## src/rtl/imm_extend_pipe_pkg.sv

```systemverilog
// Shared types and constants for the RISC-V immediate extension pipeline.
// Mode encoding, legal datapath widths and the widest buffer entry layout.
package imm_pkg;

  typedef enum logic [2:0] {
    IMM_I     = 3'b000,
    IMM_S     = 3'b001,
    IMM_B     = 3'b010,
    IMM_J     = 3'b011,
    IMM_U     = 3'b100,
    IMM_SHAMT = 3'b101,
    IMM_ZIMM  = 3'b110,
    IMM_ILL   = 3'b111
  } immsrc_t;

  localparam int XLEN_RV32 = 32;
  localparam int XLEN_RV64 = 64;
  localparam int XLEN_MAX  = 64;
  localparam int TAG_W_MAX = 16;

  // Widest entry layout; the buffer narrows it to its own XLEN/TAG_W.
  typedef struct packed {
    logic [XLEN_MAX-1:0]  imm;
    logic                 err;
    logic [TAG_W_MAX-1:0] tag;
  } imm_entry_t;

  function automatic logic xlen_legal(input int xlen);
    return (xlen == XLEN_RV32) || (xlen == XLEN_RV64);
  endfunction

endpackage

```

## src/rtl/imm_extend_pipe_if.sv

```systemverilog
// Decode-side input stream, operand-side output stream and status of the
// immediate pipeline; slave is the pipeline, master is the surrounding logic.
interface imm_extend_pipe_if #(
  parameter int XLEN     = 32,
  parameter int TAG_W    = 5,
  parameter int ERRCNT_W = 16
);
  logic                flush;
  logic                in_valid;
  logic                in_ready;
  logic [31:7]         in_instr;
  logic [2:0]          in_immsrc;
  logic [TAG_W-1:0]    in_tag;
  logic                out_valid;
  logic                out_ready;
  logic [XLEN-1:0]     out_imm;
  logic                out_err;
  logic [TAG_W-1:0]    out_tag;
  logic [ERRCNT_W-1:0] err_count;

  modport slave (
    input  flush, in_valid, in_instr, in_immsrc, in_tag, out_ready,
    output in_ready, out_valid, out_imm, out_err, out_tag, err_count
  );

  modport master (
    output flush, in_valid, in_instr, in_immsrc, in_tag, out_ready,
    input  in_ready, out_valid, out_imm, out_err, out_tag, err_count
  );
endinterface

```

## src/rtl/imm_extend_pipe_decode.sv

```systemverilog
// Combinational mode-to-immediate extraction for RV32/RV64 instructions.
// Mode 111 and any unexpected value yield zero with the error flag set.
module imm_decode
  import imm_pkg::*;
#(
  parameter int XLEN = 32
) (
  input  logic [31:7]     i_instr,
  input  logic [2:0]      i_immsrc,
  output logic [XLEN-1:0] o_imm,
  output logic            o_err
);

  logic [31:0] w_u;
  assign w_u = {i_instr[31:12], 12'b0000_0000_0000};

  // Select and extend the immediate field for the requested mode.
  always_comb begin
    o_imm = {XLEN{1'b0}};
    o_err = 1'b0;
    case (immsrc_t'(i_immsrc))
      IMM_I: o_imm = {{(XLEN-12){i_instr[31]}}, i_instr[31:20]};
      IMM_S: o_imm = {{(XLEN-12){i_instr[31]}}, i_instr[31:25], i_instr[11:7]};
      IMM_B: o_imm = {{(XLEN-12){i_instr[31]}}, i_instr[7], i_instr[30:25],
                      i_instr[11:8], 1'b0};
      IMM_J: o_imm = {{(XLEN-20){i_instr[31]}}, i_instr[19:12], i_instr[20],
                      i_instr[30:21], 1'b0};
      IMM_U: o_imm = {{(XLEN-31){w_u[31]}}, w_u[30:0]};
      IMM_SHAMT: begin
        // RV64 shifts use a 6-bit amount; RV32 ignores instr[25].
        if (XLEN == XLEN_RV64) begin
          o_imm = {{(XLEN-6){1'b0}}, i_instr[25:20]};
        end else begin
          o_imm = {{(XLEN-5){1'b0}}, i_instr[24:20]};
        end
      end
      IMM_ZIMM: o_imm = {{(XLEN-5){1'b0}}, i_instr[19:15]};
      IMM_ILL: begin
        o_imm = {XLEN{1'b0}};
        o_err = 1'b1;
      end
      default: begin
        o_imm = {XLEN{1'b0}};
        o_err = 1'b1;
      end
    endcase
  end

endmodule

```

## src/rtl/imm_extend_pipe.sv

```systemverilog
// Registered immediate generator: decode in front of a two-entry main/skid
// output buffer, so upstream ready never depends combinationally on out_ready.
module imm_extend_pipe
  import imm_pkg::*;
#(
  parameter int XLEN     = 32,
  parameter int TAG_W    = 5,
  parameter int ERRCNT_W = 16
) (
  input  logic             clk,
  input  logic             reset,
  imm_extend_pipe_if.slave bus
);

  if (!xlen_legal(XLEN)) begin : g_xlen_check
    $error("imm_extend_pipe: XLEN must be 32 or 64");
  end

  typedef struct packed {
    logic [XLEN-1:0]  imm;
    logic             err;
    logic [TAG_W-1:0] tag;
  } entry_t;

  localparam logic [ERRCNT_W-1:0] ERRCNT_MAX = {ERRCNT_W{1'b1}};
  localparam logic [ERRCNT_W-1:0] ERRCNT_ONE = {{(ERRCNT_W-1){1'b0}}, 1'b1};

  logic [XLEN-1:0]     w_imm;
  logic                w_err;
  entry_t              w_new;
  entry_t              r_main;
  entry_t              r_skid;
  entry_t              w_main_nxt;
  entry_t              w_skid_nxt;
  logic                r_main_valid;
  logic                r_skid_valid;
  logic                r_in_ready;
  logic                w_main_valid_nxt;
  logic                w_skid_valid_nxt;
  logic [ERRCNT_W-1:0] r_err_count;
  logic [ERRCNT_W-1:0] w_err_count_nxt;
  logic                w_in_fire;
  logic                w_out_fire;

  imm_decode #(.XLEN(XLEN)) u_decode (
    .i_instr  (bus.in_instr),
    .i_immsrc (bus.in_immsrc),
    .o_imm    (w_imm),
    .o_err    (w_err)
  );

  assign w_new      = '{imm: w_imm, err: w_err, tag: bus.in_tag};
  assign w_in_fire  = bus.in_valid & r_in_ready;
  assign w_out_fire = r_main_valid & bus.out_ready;

  // Buffer next state: flush wins, then skid refill, then accept, then drain.
  always_comb begin
    w_main_nxt       = r_main;
    w_skid_nxt       = r_skid;
    w_main_valid_nxt = r_main_valid;
    w_skid_valid_nxt = r_skid_valid;
    if (bus.flush) begin
      w_main_valid_nxt = 1'b0;
      w_skid_valid_nxt = 1'b0;
    end else if (w_out_fire && r_skid_valid) begin
      // No accept can coincide here: in_ready is low while skid is full.
      w_main_nxt       = r_skid;
      w_skid_valid_nxt = 1'b0;
    end else if (w_in_fire && (!r_main_valid || w_out_fire)) begin
      w_main_nxt       = w_new;
      w_main_valid_nxt = 1'b1;
    end else if (w_in_fire) begin
      w_skid_nxt       = w_new;
      w_skid_valid_nxt = 1'b1;
    end else if (w_out_fire) begin
      w_main_valid_nxt = 1'b0;
    end else begin
      w_main_valid_nxt = r_main_valid;
    end
  end

  // Saturating count of accepted illegal-mode entries; flushed inputs excluded.
  always_comb begin
    w_err_count_nxt = r_err_count;
    if (w_in_fire && !bus.flush && w_err && (r_err_count != ERRCNT_MAX)) begin
      w_err_count_nxt = r_err_count + ERRCNT_ONE;
    end else begin
      w_err_count_nxt = r_err_count;
    end
  end

  // State registers with asynchronous reset to the idle, empty buffer.
  always_ff @(posedge clk or posedge reset) begin
    if (reset) begin
      r_main       <= '{imm: {XLEN{1'b0}}, err: 1'b0, tag: {TAG_W{1'b0}}};
      r_skid       <= '{imm: {XLEN{1'b0}}, err: 1'b0, tag: {TAG_W{1'b0}}};
      r_main_valid <= 1'b0;
      r_skid_valid <= 1'b0;
      r_in_ready   <= 1'b1;
      r_err_count  <= {ERRCNT_W{1'b0}};
    end else begin
      r_main       <= w_main_nxt;
      r_skid       <= w_skid_nxt;
      r_main_valid <= w_main_valid_nxt;
      r_skid_valid <= w_skid_valid_nxt;
      r_in_ready   <= ~w_skid_valid_nxt;
      r_err_count  <= w_err_count_nxt;
    end
  end

  assign bus.in_ready  = r_in_ready;
  assign bus.out_valid = r_main_valid;
  assign bus.out_imm   = r_main.imm;
  assign bus.out_err   = r_main.err;
  assign bus.out_tag   = r_main.tag;
  assign bus.err_count = r_err_count;

endmodule

```

## src/flat_wrapper.sv

```systemverilog
// flat-port wrapper written by rule: the top's interface ports become plain ports
module imm_extend_pipe_flat import imm_pkg::*;
#(
  parameter int XLEN     = 32,
  parameter int TAG_W    = 5,
  parameter int ERRCNT_W = 16
)
  (clk, reset, bus_flush, bus_in_valid, bus_in_instr, bus_in_immsrc, bus_in_tag, bus_out_ready, bus_in_ready, bus_out_valid, bus_out_imm, bus_out_err, bus_out_tag, bus_err_count);
  imm_extend_pipe_if #(.XLEN(XLEN), .TAG_W(TAG_W), .ERRCNT_W(ERRCNT_W)) bus_i ();
  input  logic clk;
  input  logic reset;
  input wire logic [$bits(bus_i.flush)-1:0] bus_flush;
  input wire logic [$bits(bus_i.in_valid)-1:0] bus_in_valid;
  input wire logic [$bits(bus_i.in_instr)-1:0] bus_in_instr;
  input wire logic [$bits(bus_i.in_immsrc)-1:0] bus_in_immsrc;
  input wire logic [$bits(bus_i.in_tag)-1:0] bus_in_tag;
  input wire logic [$bits(bus_i.out_ready)-1:0] bus_out_ready;
  output wire logic [$bits(bus_i.in_ready)-1:0] bus_in_ready;
  output wire logic [$bits(bus_i.out_valid)-1:0] bus_out_valid;
  output wire logic [$bits(bus_i.out_imm)-1:0] bus_out_imm;
  output wire logic [$bits(bus_i.out_err)-1:0] bus_out_err;
  output wire logic [$bits(bus_i.out_tag)-1:0] bus_out_tag;
  output wire logic [$bits(bus_i.err_count)-1:0] bus_err_count;
  assign bus_i.flush = bus_flush;
  assign bus_i.in_valid = bus_in_valid;
  assign bus_i.in_instr = bus_in_instr;
  assign bus_i.in_immsrc = bus_in_immsrc;
  assign bus_i.in_tag = bus_in_tag;
  assign bus_i.out_ready = bus_out_ready;
  assign bus_in_ready = bus_i.in_ready;
  assign bus_out_valid = bus_i.out_valid;
  assign bus_out_imm = bus_i.out_imm;
  assign bus_out_err = bus_i.out_err;
  assign bus_out_tag = bus_i.out_tag;
  assign bus_err_count = bus_i.err_count;
  imm_extend_pipe #(.XLEN(XLEN), .TAG_W(TAG_W), .ERRCNT_W(ERRCNT_W)) u_core (.clk(clk), .reset(reset), .bus(bus_i));
endmodule
```

## config.mk

```make
export PLATFORM = sky130hd
export DESIGN_NAME = imm_extend_pipe_flat
export DESIGN_NICKNAME = d
export VERILOG_FILES = /design/src/rtl/imm_extend_pipe_pkg.sv /design/src/rtl/imm_extend_pipe_if.sv /design/src/rtl/imm_extend_pipe_decode.sv /design/src/rtl/imm_extend_pipe.sv /design/src/flat_wrapper.sv
export SDC_FILE = /design/constraint.sdc
export NUM_CORES = 1
export LEC_CHECK = 0
export CAP_MARGIN = 5
export CORE_MARGIN = 2
export CORE_UTILIZATION = 54
export CTS_BUF_LIST = sky130_fd_sc_hd__clkbuf_8
export DETAILED_ROUTE_END_ITERATION = 6
export DONT_BUFFER_PORTS = 1
export GPL_TIMING_DRIVEN = 0
export PLACE_DENSITY = 0.68
export SLEW_MARGIN = 20
export SYNTH_ARGS = -nofsm -noshare
export SYNTH_HDL_FRONTEND = slang
export SYNTH_SLANG_ARGS = --single-unit
```

## constraint.sdc

```tcl
create_clock -name clk -period 3.5 [get_ports clk]
set_input_delay 0.525 -clock clk [delete_from_list [all_inputs] [get_ports clk]]
set_output_delay 0.525 -clock clk [all_outputs]
set_load 0.02 [all_outputs]
```

; Word level (Yosys, flattened, before mapping)
; Cells that the tools add are included.
[totals]
elab_cells = 54
ff_bits = 95
in_bits = 38
out_inout_bits = 56
[classes]
n_reduce_logical = 14
eq_ne = 10
n_addsub = 1
n_bitwise = 6
mux = 13
[op_table]
columns = cell, count
row1 = 32-bit one-hot mux with 8 select lines, 1
row2 = 38-bit 2-to-1 mux, 2
row3 = 16-bit by 1-bit adder with 16-bit output (second input constant), 1
row4 = 16-bit inequality test (second input constant), 1
row5 = 3-bit equality test (second input constant), 4
row6 = 1-bit 2-to-1 mux, 10
row7 = 3-bit by 2-bit equality test with 1-bit output (second input constant), 2
row8 = 1-bit logical AND, 5
row9 = 1-bit NOT, 4
row10 = 4-bit AND reduction, 1
row11 = 3-bit by 1-bit equality test with 1-bit output (second input constant), 1
row12 = 3-bit logical NOT, 1
row13 = 3-bit inequality test (second input constant), 1
row14 = 3-bit AND reduction, 1
row15 = 3-bit nonzero test, 1
row16 = 1-bit bitwise AND, 2
row17 = 1-bit logical NOT, 2
row18 = 2-bit inequality test (second input constant), 1
row19 = 2-bit AND reduction, 1
row20 = 2-bit nonzero test, 1
row21 = 1-bit logical OR, 1

; Logic depth before layout (Yosys ltp)
; Gate-level depths: netlist of run 1.
[depth]
word_depth = 7
mapped_depth = 6
mapped_depth_nobuf = 5

; Hierarchy
; Synthesis of run 1 repeated with hierarchy kept, for this count alone.
[hier_totals]
hier_cells = 417
hier_area_um2 = 4682.0
[by_module_without_submodules]
columns = module, seq_area_each_um2, area_per_inst_um2, cells_each, instances
row1 = imm_extend_pipe, 2378.5, 4095.2, 333, 1
row2 = imm_decode, 0.0, 586.8, 84, 1

; Least setup slack after synthesis of run 1
; No wires, ideal clock.
[synth_timing]
path_type = flip-flop to flip-flop
start = register u_core.r_err_count[0] (netlist: u_core.bus.err_count[0])
end = register u_core.r_err_count[1] (netlist: u_core.bus.err_count[1])
path_buffers = 0
slack_ns = 1.525
path_stages_with_launch = 6
required_ns = 3.375
t_arrival_ns = 1.850
path_cell_list = dfrtp_1 ha_1 nand4_1 nor4_4 nor2_1 mux2_2
[synth_via]
elab_chain_len = 2
word_cells_on_any_way = 3
[synth_rtl]
columns = element, line
row1 = start: declaration, imm_extend_pipe.sv:40  ; logic [ERRCNT_W-1:0] r_err_count;
row2 = start signal: assignment, imm_extend_pipe.sv:100  ; r_err_count <= {ERRCNT_W{1'b0}};
row3 = start signal: assignment, imm_extend_pipe.sv:107  ; r_err_count <= w_err_count_nxt;
row4 = "parallel branches: the longest is 2 deep, another holds 16-bit by 1-bit adder with 16-bit output", --
; Several ways; the timed one is not identified.
; A chain may end at the register's enable or synchronous reset.

; Worst setup path after layout of run 1
[layout_timing]
start = register u_core.r_main_valid (netlist: u_core.bus.out_valid)
end = register u_core.r_main, in the netlist u_core.bus.out_imm[12]
[layout_via]
elab_chain_len = 5
word_cells_on_any_way = 8
[layout_rtl]
columns = element, line
row1 = start: declaration, imm_extend_pipe.sv:35  ; logic r_main_valid;
row2 = start signal: assignment, imm_extend_pipe.sv:104  ; r_main_valid <= w_main_valid_nxt;
row3 = 1-bit bitwise AND / 1-bit logical NOT (equally long branches), "imm_extend_pipe.sv:54, imm_extend_pipe.sv:69"
row4 = 1-bit logical OR, imm_extend_pipe.sv:69  ; end else if (w_in_fire && (!r_main_valid || w_out_fire)) begin
row5 = 1-bit logical AND, imm_extend_pipe.sv:69
row6 = 2-bit nonzero test (no line), --
row7 = 2-bit AND reduction (no line), --
row8 = end signal: assignment, imm_extend_pipe.sv:95  ; r_main <= '{imm: {XLEN{1'b0}}, err: 1'b0, tag: {TAG_W{1'b0}}};
row9 = end signal: assignment, imm_extend_pipe.sv:102  ; r_main <= w_main_nxt;
row10 = end: declaration, imm_extend_pipe.sv:31  ; entry_t r_main;
; Several ways; a longest one is shown, not always the timed one.

==> results of run 1 <==
==> routing by layer <==
metal | part of all wire (%) | track usage, % | vias up
met4 | 1.7 | 8.57 | 0
met3 | 8.6 | 8.53 | 18
li1 | - | - | 1805
met2 | 46 | 41.3 | 125
met1 | 43 | 35.7 | 1868
met5 | 0 | 0 | -
==> through the flow <==
stage	cell area [µm²]	TNS [ps]	util (%)	hold slack, ps
detailed placement	4770	0	57.8	318
global route	4990	0	60.4	189
global placement	4740	-48730	57.4	452
CTS	4990	0	60.4	194
floorplan	4610	0	-	441
finish	4990	0	60.4	201
==> cell families (layout without fill, tap and decap cells) <==
family,count (synthesis),count (layout),share of synthesized area (%)
flip-flops,95,95,51.6
multiplexers,11,11,2.55
adder cells (fa/ha/maj),1,1,0.271
XOR/XNOR,16,16,3.04
AO/OA/AOI/OAI,132,132,16.8
AND/OR/NAND/NOR,209,209,22.1
buffers and inverters,43,61,3.69
==> final cells by class <==
type                            instances  area [µm²]  share of cell area [%]
Timing Repair Buffer                    2        37.5                   0.752
Buffer                                 39         155                    3.11
Inverter                                4        20.0                   0.401
Multi-Input combinational cell        369        2060                    41.3
Tap cell                              105         131                    2.63
Clock buffer                           10         138                    2.76
Clock inverter                          6        67.6                    1.35
Sequential cell                        95        2380                    47.7
==> final timing paths <==
check | from | endpoint | slack (ps) | depth (start not counted)
setup / recovery | u_core.bus.out_valid | u_core.bus.out_imm[12] | 1100 | 5
hold / removal | bus_flush | u_core.bus.out_valid | 200 | 1
setup reg to reg | u_core.bus.out_valid | u_core.bus.out_imm[12] | 1100 | 5
hold reg to reg | u_core.r_skid[22] | u_core.r_skid[22] | 480 | 2
max in group asynchronous | reset | u_core.bus.in_ready | 2280 | 3
min in group asynchronous | reset | u_core.r_skid[0] | 550 | 2
==> state kept, by name, indices dropped and copies added (netlist names) <==
name and cells:
u_core.r_skid_valid 1, u_core.bus.err_count 16, u_core.bus.out_imm 32, u_core.bus.out_valid 1, u_core.bus.in_ready 1, u_core.r_skid 38
u_core.bus.out_err 1, u_core.bus.out_tag 5
==> Yosys cell counts (2+ instances only) <==
master / n
a2111oi_0: 2
a211oi_1: 11
a21o_1: 13
a21oi_1: 38
a22oi_1: 4
a31oi_1: 6
and2_1: 2
and3_1: 3
buf_1: 6
buf_4: 2
clkbuf_1: 30
dfrtp_1: 94
inv_1: 4
mux2_2: 6
mux2i_1: 5
nand2_1: 99
nand2b_1: 3
nand3_1: 21
nand3b_1: 16
nand4_1: 3
nor2_1: 24
nor2b_1: 4
nor3_1: 13
nor3b_1: 8
nor4_1: 6
nor4b_1: 3
o211ai_1: 5
o21ai_0: 50
xor2_1: 15
==> worst max-delay path, stage by stage (launching register included) <==
cell and delay [ps]:
dfrtp_1 500, nor2b_1 240, a211oi_2 700, clkbuf_1 520, o21ai_0 160, o21ai_0 190
==> power by group <==
| part | total (µW) | switching [µW] | internal, µW |
|---|---|---|---|
| Clock | 766 | 413 | 352 |
| Combinational | 326 | 191 | 135 |
| Sequential | 1520 | 239 | 1280 |
==> impl_metrics.ini, run 1 <==
[finish]
final_common_cell = nand2_1
layout.nets = 559
layout-drive-gt1-share_pct = 5.90
fill_cells = 753
stdcell_count = 630
layout_common_cells = 99 x nand2_1, 94 x dfrtp_1, 50 x o21ai_0
area_growth_pct = 8.22
antenna_cells = 0

[setup_path]
crit_arrival_ps = 2690
start_kind = flop
cp_max_fo = 10
cp-end-kind = flop
cp.required_ps = 3800
critPathKind = reg -> reg

[cts]
clkSinkCount = 95
clk_pin_slew_ps = 100
post_cts_resized = 0
cts_setup_buffers = 0
cts_hold_buf = 1
numCtsBuffers = 9
clock_latency_ps = 380
cts.path.max_buffers = 2
htreeDepth = 3
clock-root-buffer = clkbuf_8
cts_tree = built

[sta]
fmax_ghz = 0.417
grt_setup_unrepaired = no
worst_slack_ps = 1100
slew_headroom_pct = 45.9
fin_crit_ps = 2400
worstMarginPinSlew_ps = 810
hold_viol_final = 0
setup-violations-final = 0
skew_ps = 8.13
maxSlewViolCount = 0
finalCritPeriodShare_pct = 68.5

[grt]
grt_pass1_wl_um = 18800
grt_overflow = 0
grt_pass1_vias = 3684
grt_usage_pct = 26.6
grt_max_degree = 82
antenna_found_initial = 0

[route]
routedWlPerCell_um = 18.7
drtAntennaViolNets = 0
first_pass_iters = 5
via_count = 3816
drt_iter0_drc = 175
viasPerCell = 6.06
drc = 0
wirelength_um = 11800

[synth]
syn_avg_cell_area_um2 = 9.09
syn_nets = 546
synth.cell_area_mm2 = 0.00461
seq_area_frac_synth_pct = 51.6
synth_warnings = 0
syn_inst = 507
synthArstFlopShare_pct = 100
synth_flop_cell = dfrtp_1
synth_top_cell_area_share_pct = 51.0
synth.distinct_cells = 40
synth.area.top_cells = dfrtp_1 51%, nand2_1 8.1%, o21ai_0 5.4%
ys_ff_latch = 95
synth_edf_count = 0
synth_top_area_cell = dfrtp_1

[die]
start_util_pct = 55.8
core-area_mm2 = 0.00826
design.die.area_mm2 = 0.00929
die_y_um = 96.4
die_w_um = 96.4
fp-row-count = 33
io_pins = 94

[run]
maxCapViolations = 0

[power_and_ir_drop]
p_leak_uw = 0.00232
peakVddDrop_mv = 0.266
powerDensity_mw_per_mm2 = 523
total_power_uw = 2610

[place]
dp_hpwl_um = 8310
place_congestion = 0.832
port_buffers = 0
dp_cells = 613
post-place-ws_ps = 1090

[status]
status = complete, no violations

[hold_path]
min_path_type = in -> reg
Power figures use the tool's default switching activity.
==> run 2: changes to the inputs <==
- clock period: 3.5 -> 2.27 ns (I/O delays scaled with it)
==> impl_metrics.ini, run 2 (synthesis gave the netlist of run 1 again) <==
[power_and_ir_drop]
total_power_uw = 3980
peakVddDrop_mv = 0.368
powerDensity_mw_per_mm2 = 793
p_leak_uw = 0.00234

[route]
first_pass_iters = 5
via_count = 3806
wirelength_um = 11800
drc = 0
drt-met1-wl_um = 5070
drtAntennaViolNets = 0
routedWlPerCell_um = 18.7
dr_wl_met2_um = 5600
top_layer = met4
wl_met3_um = 1010
drt_iter0_drc = 204
viasPerCell = 6.01

[place]
dp_hpwl_um = 8450
post-place-ws_ps = -67.1
port_buffers = 0
place_congestion = 0.801
dp_cells = 614

[finish]
largest_reg_flops = 38
layout-drive-gt1-share_pct = 7.01
final_common_cell = nand2_1
layout.nets = 562
area_growth_pct = 8.88
layout_common_cells = 99 x nand2_1, 94 x dfrtp_1, 50 x o21ai_0
regMostFlops = u_core.r_skid
stdcell_count = 633
final_util_pct = 60.8
antenna_cells = 0

[sta]
tns_ps = 0
worst_slack_ps = 121
skew_ps = 10.7
setup-violations-final = 0
slew_headroom_pct = 53.1
maxSlewViolCount = 0
hold_viol_final = 0
finalCritPeriodShare_pct = 94.7
worstMarginPinSlew_ps = 703
fin_crit_ps = 2150
fmax_ghz = 0.465
grt_setup_unrepaired = no

[grt]
antenna_found_initial = 0
grt_pass1_wl_um = 18900
grt_max_degree = 35
grt_pass1_vias = 3795
grt_usage_pct = 26.7
grt_overflow = 0

[hold_path]
whs_path_depth = 1
min_path_type = in -> reg

[status]
status = complete, no violations

[die]
io_pins = 94
die_w_um = 96.4
start_util_pct = 55.8
design.die.area_mm2 = 0.00929
die_y_um = 96.4
fp-row-count = 33
core-area_mm2 = 0.00826

[cts]
clkSinkCount = 95
cts.path.max_buffers = 2
clock-root-buffer = clkbuf_8
cts_tree = built
clk_pin_slew_ps = 100
numCtsBuffers = 9
clock_latency_ps = 360
htreeDepth = 3

[setup_path]
start_kind = flop
r2r_cells = 6
cp_top_family = simple AND/OR/NAND/NOR gates
cp_max_fo = 8
critPathKind = reg -> reg
cp.depth = 6
cp-end-kind = flop
max_stage_delay_ps = 550
crit_slowest_cell = dfrtp_1
cp.required_ps = 2520
crit_arrival_ps = 2400
path_cells = ha_1 > nand4_1 > nor4_4 > buf_4 > nor2_1 > mux2_2
path_buf_inv = 1

[run]
maxCapViolations = 0
run 2: changes by cell type in the layout (fill, tap and decap cells not counted), sizes merged:
| cell | before | now |
|---|---|---|
| buf | 10 | 13 |
| clkinvlp | 2 | 3 |
| inv | 5 | 6 |
| clkinv | 2 | 1 |
| clkbuf | 40 | 39 |
run 2: layout make-up:
cell class	count	area, µm²
clock buffer	9	124
sequential	95	2380
clock inverter	7	71.3
fill	756	3240
multi-input combinational	369	2070
tap	105	131
timing repair buffer	5	65.1
inverter	4	18.8
buffer	39	159
run 2: final timing paths:
kind	to	start	slack, ps
worst min-delay path	u_core.bus.out_valid	bus_flush	30
min in group asynchronous	u_core.bus.out_imm[26]	reset	560
worst min register to register	u_core.r_skid[23]	u_core.r_skid[23]	480
worst max-delay path	u_core.bus.err_count[1]	u_core.bus.err_count[0]	120
worst max register to register	u_core.bus.err_count[1]	u_core.bus.err_count[0]	120
max in group asynchronous	u_core.r_skid[22]	reset	1100
run 2: where the power goes:
group / leakage [µW] / switching (µW) / internal, µW
logic: 0.00102 / 294 / 213
clock network: 0.0000974 / 616 / 512
registers: 0.00123 / 376 / 1970
run 2: worst register-to-register path, stage by stage, from the launching register on:
cell	delay (ps)
dfrtp_1	550
ha_1	250
nand4_1	350
nor4_4	340
buf_4	190
nor2_1	70
mux2_2	290
run 2: per-stage QoR:
stage               area [µm²]  hold slack [ps]
floorplan                 4610              404
global placement          4740              406
detailed placement        4780              358
CTS                       5000             24.0
global route              5020             12.4
finish                    5020             30.8
run 2: metal layers:
metal  GRT usage (%)  vias to the layer above
li1                -                     1798
met1            34.9                     1880
met2            43.2                      115
met3            8.07                       13
met4            7.63                        0
met5               0                        -
run 2: what timing repair did:
| item | in CTS | in global routing |
|---|---|---|
| hold endpoints to repair | 27 | 0 |
| hold buffers | 1 | 0 |
| resized for setup | 2 | 5 |
| endpoints found under the setup margin | 8 | 30 |
| buffers inserted | 0 | 2 |
| pin swaps | 1 | 1 |
==> run 3: changes to the inputs <==
- CAP_MARGIN: 5 -> 20
- GPL_ROUTABILITY_DRIVEN: not set -> 0
==> results of run 3 <==
The final DEF is identical to that of run 2; final timing and power are the same.
